==> src/rtl/sequence_player_pkg.sv <==
// seq_pkg: shared types and width helpers for the sequence_player block.
//   state_t    : playback FSM state encoding
//   cnt_width  : counter/index width, never below 1 bit
//   len_width  : width needed to hold a count of 0..n
package seq_pkg;

  typedef enum logic [1:0] {
    S_IDLE = 2'd0,
    S_SHOW = 2'd1,
    S_GAP  = 2'd2,
    S_DONE = 2'd3
  } state_t;

  function automatic int cnt_width(input int n);
    return (n <= 2) ? 1 : $clog2(n);
  endfunction

  function automatic int len_width(input int n);
    return (n < 1) ? 1 : $clog2(n + 1);
  endfunction

endpackage

==> src/rtl/sequence_player_if.sv <==
// sequence_player_if: playback request/response bundle.
//   master : sequence generator side (drives start, abort, sequence_bits, length)
//   slave  : sequence_player side (drives direction_arrow, arrow_valid,
//            step_index, busy, stop)
// sequence_bits carries the packed steps, step 0 in the most significant DIR_W
// bits ("sequence" itself is a reserved word).
interface sequence_player_if #(
  parameter int DIR_W   = 2,
  parameter int SEQ_LEN = 4
) ();
  localparam int SEQ_W = SEQ_LEN * DIR_W;
  localparam int LEN_W = seq_pkg::len_width(SEQ_LEN);
  localparam int IDX_W = seq_pkg::cnt_width(SEQ_LEN);

  logic             start;
  logic             abort;
  logic [SEQ_W-1:0] sequence_bits;
  logic [LEN_W-1:0] length;
  logic [DIR_W-1:0] direction_arrow;
  logic             arrow_valid;
  logic [IDX_W-1:0] step_index;
  logic             busy;
  logic             stop;

  modport master (
    output start, abort, sequence_bits, length,
    input  direction_arrow, arrow_valid, step_index, busy, stop
  );

  modport slave (
    input  start, abort, sequence_bits, length,
    output direction_arrow, arrow_valid, step_index, busy, stop
  );
endinterface

==> src/rtl/sequence_player_tick_divider.sv <==
// tick_divider: interval timer, DIV enabled clocks per terminal count.
//   clock, resetn : clock, async active-low reset
//   clear         : reload to the start of an interval
//   enable        : count this cycle
//   tc            : high on the last enabled cycle of each interval
// Counts down from DIV-1; the reload value is the "cleared" state.
module tick_divider
  import seq_pkg::*;
#(
  parameter int DIV = 8
) (
  input  logic clock,
  input  logic resetn,
  input  logic clear,
  input  logic enable,
  output logic tc
);
  localparam int            CW   = cnt_width(DIV);
  localparam logic [CW-1:0] LOAD = CW'(DIV - 1);

  logic [CW-1:0] cnt_q;

  always_ff @(posedge clock or negedge resetn) begin
    if (!resetn) begin
      cnt_q <= LOAD;
    end else if (clear || (enable && cnt_q == '0)) begin
      cnt_q <= LOAD;
    end else if (enable) begin
      cnt_q <= cnt_q - CW'(1);
    end
  end

  assign tc = enable && (cnt_q == '0);
endmodule

==> src/rtl/sequence_player.sv <==
// sequence_player: plays a latched sequence of direction codes, one step per
// TICK_DIV clocks, then pulses stop for one cycle.
//   clock, resetn : clock, async active-low reset
//   bus (slave)   : start/abort/sequence_bits/length in;
//                   direction_arrow/arrow_valid/step_index/busy/stop out
// Build option SEQ_PLAYER_GAP_EN: inserts GAP_DIV blank clocks between steps.
//
// state  | meaning
// S_IDLE | waiting for start
// S_SHOW | presenting step step_q for TICK_DIV clocks
// S_GAP  | blank between steps, step_q already points at the next step
// S_DONE | single cycle, produces the stop pulse
//
// Outputs are registered from the current state, so they trail the state by
// one clock; abort zeroes them at the same edge it returns the FSM to idle.
module sequence_player
  import seq_pkg::*;
#(
  parameter int DIR_W    = 2,
  parameter int SEQ_LEN  = 4,
  parameter int TICK_DIV = 8,
  parameter int GAP_DIV  = 4
) (
  input logic              clock,
  input logic              resetn,
  sequence_player_if.slave bus
);
  localparam int               SEQ_W   = SEQ_LEN * DIR_W;
  localparam int               LEN_W   = len_width(SEQ_LEN);
  localparam int               IDX_W   = cnt_width(SEQ_LEN);
  localparam logic [LEN_W-1:0] MAX_LEN = LEN_W'(SEQ_LEN);

  state_t           state_q, state_d;
  logic [SEQ_W-1:0] seq_q, seq_shifted;
  logic [LEN_W-1:0] len_q, len_eff;
  logic [IDX_W-1:0] step_q, step_d;
  logic             load;
  logic             show_tc, gap_tc, last_step;
  logic             in_show, in_gap;

  logic [DIR_W-1:0] arrow_d, arrow_q;
  logic [IDX_W-1:0] idx_d, idx_q;
  logic             valid_d, valid_q, busy_d, busy_q, stop_d, stop_q;

  assign in_show = (state_q == S_SHOW);
  assign in_gap  = (state_q == S_GAP);

  // Timers are held in reload outside their own state, so each visit starts
  // a full interval.
  tick_divider #(.DIV(TICK_DIV)) u_show_div (
    .clock (clock),
    .resetn(resetn),
    .clear (!in_show),
    .enable(in_show),
    .tc    (show_tc)
  );

  tick_divider #(.DIV(GAP_DIV)) u_gap_div (
    .clock (clock),
    .resetn(resetn),
    .clear (!in_gap),
    .enable(in_gap),
    .tc    (gap_tc)
  );

  assign len_eff     = (bus.length > MAX_LEN) ? MAX_LEN : bus.length;
  assign last_step   = ((LEN_W'(step_q) + LEN_W'(1)) == len_q);
  assign seq_shifted = seq_q << (DIR_W * int'(step_q));

  always_comb begin
    state_d = state_q;
    step_d  = step_q;
    load    = 1'b0;
    arrow_d = '0;
    idx_d   = '0;
    valid_d = 1'b0;
    busy_d  = 1'b0;
    stop_d  = 1'b0;
    unique case (state_q)
      S_IDLE: begin
        if (bus.start && !bus.abort) begin
          load    = 1'b1;
          step_d  = '0;
          state_d = (len_eff == '0) ? S_DONE : S_SHOW;
        end
      end
      S_SHOW: begin
        valid_d = 1'b1;
        busy_d  = 1'b1;
        idx_d   = step_q;
        arrow_d = seq_shifted[SEQ_W-1 -: DIR_W];
        if (show_tc) begin
          if (last_step) begin
            state_d = S_DONE;
          end else begin
            step_d = step_q + IDX_W'(1);
`ifdef SEQ_PLAYER_GAP_EN
            state_d = S_GAP;
`else
            state_d = S_SHOW;
`endif
          end
        end
      end
      S_GAP: begin
        busy_d = 1'b1;
        idx_d  = step_q;
        if (gap_tc) state_d = S_SHOW;
      end
      S_DONE: begin
        stop_d  = 1'b1;
        state_d = S_IDLE;
      end
      default: state_d = S_IDLE;
    endcase
    if (bus.abort && state_q != S_IDLE) begin
      state_d = S_IDLE;
      arrow_d = '0;
      idx_d   = '0;
      valid_d = 1'b0;
      busy_d  = 1'b0;
      stop_d  = 1'b0;
    end
  end

  always_ff @(posedge clock or negedge resetn) begin
    if (!resetn) state_q <= S_IDLE;
    else         state_q <= state_d;
  end

  always_ff @(posedge clock or negedge resetn) begin
    if (!resetn) begin
      step_q  <= '0;
      seq_q   <= '0;
      len_q   <= '0;
      arrow_q <= '0;
      idx_q   <= '0;
      valid_q <= 1'b0;
      busy_q  <= 1'b0;
      stop_q  <= 1'b0;
    end else begin
      step_q <= step_d;
      if (load) begin
        seq_q <= bus.sequence_bits;
        len_q <= len_eff;
      end
      arrow_q <= arrow_d;
      idx_q   <= idx_d;
      valid_q <= valid_d;
      busy_q  <= busy_d;
      stop_q  <= stop_d;
    end
  end

  assign bus.direction_arrow = arrow_q;
  assign bus.step_index      = idx_q;
  assign bus.arrow_valid     = valid_q;
  assign bus.busy            = busy_q;
  assign bus.stop            = stop_q;
endmodule
==> src/flat_wrapper.sv <==
// flat-port wrapper written by rule: the top's interface ports become plain ports
module sequence_player_flat import seq_pkg::*;
#(
  parameter int DIR_W    = 2,
  parameter int SEQ_LEN  = 4,
  parameter int TICK_DIV = 8,
  parameter int GAP_DIV  = 4
)
  (clock, resetn, bus_start, bus_abort, bus_sequence_bits, bus_length, bus_direction_arrow, bus_arrow_valid, bus_step_index, bus_busy, bus_stop);
  sequence_player_if #(.DIR_W(DIR_W), .SEQ_LEN(SEQ_LEN)) bus_i ();
  input logic clock;
  input logic resetn;
  input wire logic [$bits(bus_i.start)-1:0] bus_start;
  input wire logic [$bits(bus_i.abort)-1:0] bus_abort;
  input wire logic [$bits(bus_i.sequence_bits)-1:0] bus_sequence_bits;
  input wire logic [$bits(bus_i.length)-1:0] bus_length;
  output wire logic [$bits(bus_i.direction_arrow)-1:0] bus_direction_arrow;
  output wire logic [$bits(bus_i.arrow_valid)-1:0] bus_arrow_valid;
  output wire logic [$bits(bus_i.step_index)-1:0] bus_step_index;
  output wire logic [$bits(bus_i.busy)-1:0] bus_busy;
  output wire logic [$bits(bus_i.stop)-1:0] bus_stop;
  assign bus_i.start = bus_start;
  assign bus_i.abort = bus_abort;
  assign bus_i.sequence_bits = bus_sequence_bits;
  assign bus_i.length = bus_length;
  assign bus_direction_arrow = bus_i.direction_arrow;
  assign bus_arrow_valid = bus_i.arrow_valid;
  assign bus_step_index = bus_i.step_index;
  assign bus_busy = bus_i.busy;
  assign bus_stop = bus_i.stop;
  sequence_player #(.DIR_W(DIR_W), .SEQ_LEN(SEQ_LEN), .TICK_DIV(TICK_DIV), .GAP_DIV(GAP_DIV)) u_core (.clock(clock), .resetn(resetn), .bus(bus_i));
endmodule
==> config.mk <==
export PLATFORM = sky130hd
export DESIGN_NAME = sequence_player_flat
export DESIGN_NICKNAME = d
export VERILOG_FILES = /design/src/rtl/sequence_player_pkg.sv /design/src/rtl/sequence_player_if.sv /design/src/rtl/sequence_player_tick_divider.sv /design/src/rtl/sequence_player.sv /design/src/flat_wrapper.sv
export SDC_FILE = /design/constraint.sdc
export NUM_CORES = 1
export LEC_CHECK = 0
export ABC_AREA = 1
export BUFFER_PORTS_ARGS = -buffer_cell sky130_fd_sc_hd__clkbuf_2
export CAP_MARGIN = 30
export CORE_MARGIN = 8
export CORE_UTILIZATION = 40
export DETAILED_ROUTE_END_ITERATION = 7
export SLEW_MARGIN = 15
export SYNTH_ARGS = -nofsm -noshare
export SYNTH_HDL_FRONTEND = slang
export SYNTH_HIERARCHICAL = 1
export SYNTH_SLANG_ARGS = --single-unit
==> constraint.sdc <==
create_clock -name clock -period 1.8 [get_ports clock]
set_input_delay 0.36 -clock clock [delete_from_list [all_inputs] [get_ports clock]]
set_output_delay 0.36 -clock clock [all_outputs]
set_load 0.02 [all_outputs]
==> flow_summary.toml <==
[timing]
fmax_mhz = 621.2
max-slew-margin-rel_pct = 55.16
drv_slew = 0
finalSetupTns_ns = 0
worst_slew_pin_slew_ns = 0.6726
rsz0062_at_grt = "no"
post-route-min-period_ns = 1.610
finalHoldViolations = 0
clock-skew-final_ns = 0.002592
setup_viol_count_final = 0
fin_crit_sh_pct = 89.43
timing.hold.ws_ns = 0.03210

[routing]
met3_length_um = 96
post_drt_wl_per_cell_um = 9.822
met1Wirelength_um = 1281
via_count = 1114
viasPerCell = 4.301
dr.pass1.iters = 4
top_layer = "met4"
routed_wl_um = 2544
drt-initial-drc-count = 31
drc = 0
antenna_left = 0
route.met2.wl_um = 1125

[finish]
fillers = 397
antenna_cells = 0
num-nets-final = 237
area_growth_pct = 13.16
drive_above_1_share_pct = 25.59

[clock_network]
cts_tree = "built"
cts_setup_buffers = 0
cts-htree-levels = 1
numCtsBuffers = 3
clkSinkCount = 27
clk_latency_ns = 0.33
root_buffer = "clkbuf_4"
cts.path.max_buffers = 2
clk_pin_slew_ns = 0.15

[synthesis]
syn_nets = 211
yosys.area.top_type = "dfrtp_1"
ys_top_cells_by_area = "dfrtp_1, nand2_1, dfstp_2"
synthFlopType = "dfrtp_1"
yosysSeqAreaShare_pct = 46.58
synth.distinct_cells = 20
syn_area_per_cell_um2 = 7.870
netlist_area_mm2 = 0.001464
async_reset_ff_share_pct = 100.0
ys_warn_count = 6
synth_edf_count = 0
synth_top_area_share_pct = 37.61
syn_inst = 186
ys_seq_elements = 27

[power_and_ir_drop]
leakage_nw = 0.9321
totalPowerFinal_mw = 2.401
vdd_drop_max_uv = 516.5
power.density_mw_per_mm2 = 1449
combPwrFrac_pct = 48.6
p_sw_mw = 1.048
intPower_mw = 1.352
p_seq_share_pct = 40.1
clockPowerShare_pct = 11.3
power_switching_share_pct = 43.67

[floorplanning]
rows = 22
io_pins = 22
fp.dieH_um = 76.50
start_util_pct = 40.91
coreArea_mm2 = 0.003578
die_w_um = 76.50
die_area_mm2 = 0.005851

[critical_path]
crit_type = "register to register"
slowest_delay_ns = 0.47
crit_chain = "inv_1, ha_1, nand2_2, nor2_2, inv_1, nand2_1, o21ai_0, nor2_2, nand2_2, nand2_1, nand2_1"
crit_path_top_delay_cell = "dfrtp_2"
cp-start-kind = "register"
critPathLaunch = "u_core/state_q[1]$_DFFE_PN0P_"
r2r_setup_slack_ns = 0.19
cp_common_cell = "nand2_1"
worstPathRequired_ns = 2.04
end_kind = "register"
arrival_ns = 1.85
critPathMaxFanout = 5
r2r_end = "u_core/step_q[1]$_DFFE_PN0P_"
r2r_start = "u_core/state_q[1]$_DFFE_PN0P_"
r2r_cells = 11

[grt]
grt_max_degree = 28
track_usage_pct = 9.671
grt_pass1_vias = 1150
grt_pass1_wl_um = 4802
grt_antenna_before_repair = 0
grt-ovfl-total = 0

[placed_design]
gp_congestion = 0.7406
portBuffers = 21
dp_hpwl_um = 1958

[flow_run]
max-cap-violations = 0

[run_status]
outcome = "finished, final reports clean"

[hold_path]
min_path_type = "input pin to asynchronous set/reset pin"
cells by family after synthesis:
kind of cell / Yosys count / synth area share, %
AND/OR/NAND/NOR: 100 / 29.83
XOR/XNOR: 1 / 0.5984
flip-flops: 27 / 46.58
adder cells (fa/ha/maj): 10 / 8.547
buffers and inverters: 34 / 9.658
AO/OA/AOI/OAI: 14 / 4.786
power groups by stage:
stage / clock network (mW) / registers, mW / logic [mW]
2_1_floorplan: 0 / 1.02 / 0.857
3_3_place_gp: 0 / 0.974 / 1.17
3_5_place_dp: 0 / 0.978 / 1.17
4_1_cts: 0.289 / 0.964 / 1.18
5_1_grt: 0.309 / 1.00 / 1.37
6_report: 0.271 / 0.962 / 1.17
cells in the mapped netlist, types with 2 or more instances:
cell type,instances
o21ai_0,8
nand2_2,7
nor2_1,13
nor2_4,3
o21ai_1,3
inv_2,6
nand3_1,5
ha_1,10
nor2_2,4
dfstp_2,5
a21oi_1,3
dfrtp_1,22
inv_1,25
nand2_1,65
nor3_1,2
critical path, delay by kind of cell (launching register included):
family | cells | cell delay (ns)
adder cells (fa/ha/maj) | 1 | 0.20
AND/OR/NAND/NOR | 7 | 0.58
flip-flops | 1 | 0.47
AO/OA/AOI/OAI | 1 | 0.10
buffers and inverters | 2 | 0.16
final cells by class:
type                       instances  area [µm²]  area share, %
multi-input combinational        125       640.6          38.67
timing repair buffer              23       120.1          7.251
sequential                        27       683.2          41.24
tap                               48       60.06          3.625
clock buffer                       3       22.52          1.360
inverter                          32       122.6          7.402
clock inverter                     1       7.507         0.4532
metal layers:
layer / vias to the layer above / track usage (%)
li1: 603 / -
met1: 494 / 12.11
met2: 13 / 15.34
met3: 4 / 2.123
met4: 0 / 4.615
met5: - / 0
registers in the layout (all words and copies together), names as in the netlist:
name,cells
u_core/seq_q,8
u_core/bus.stop,1
u_core/bus.arrow_valid,1
u_core/u_gap_div/cnt_q,2
u_core/bus.busy,1
u_core/bus.step_index,2
u_core/u_show_div/cnt_q,3
u_core/step_q,2
u_core/state_q,2
u_core/bus.direction_arrow,2
u_core/len_q,3
stage by stage:
stage | utilization, % | setup WS [ns] | instance area [µm²] | instances
4_1_cts | 46.26 | 0.1588 | 1655 | 259
5_1_grt | 46.29 | 0.01024 | 1657 | 259
2_1_floorplan | - | 0.1724 | 1464 | 186
6_report | 46.29 | 0.1903 | 1657 | 259
3_3_place_gp | 45.42 | 0.2038 | 1625 | 255
3_5_place_dp | 45.42 | 0.2054 | 1625 | 255
cells in the final DEF (no fill, tap or decap), drive strengths merged:
master    netlist  layout
dfrtp          22      22
clkinvlp        0       1
nor2           20      20
inv            32      32
clkbuf          0      24
nand2          72      72
dfstp           5       5
ha             10      10
or2             1       1
o21ai          11      11
xnor2           1       1
nand3           5       5
a21oi           3       3
buf             2       2
nor3            2       2
worst max path at each step:
| stage | slack (ns) | endpoint |
|---|---|---|
| final | 0.19 | u_core/step_q[1]$_DFFE_PN0P_ |
| after global routing | 0.01 | u_core/step_q[0]$_DFFE_PN0P_ |
| after CTS | 0.16 | u_core/step_q[1]$_DFFE_PN0P_ |
| after detailed placement | 0.21 | u_core/step_q[1]$_DFFE_PN0P_ |
| after global placement | 0.20 | u_core/step_q[0]$_DFFE_PN0P_ |
| after floorplan | 0.17 | u_core/step_q[1]$_DFFE_PN0P_ |
timing repair:
action	4_1_cts	5_1_grt
setup endpoints to repair	0	1
hold buffers	0	0
resized for setup	0	1
Power figures use the tool's default switching activity.
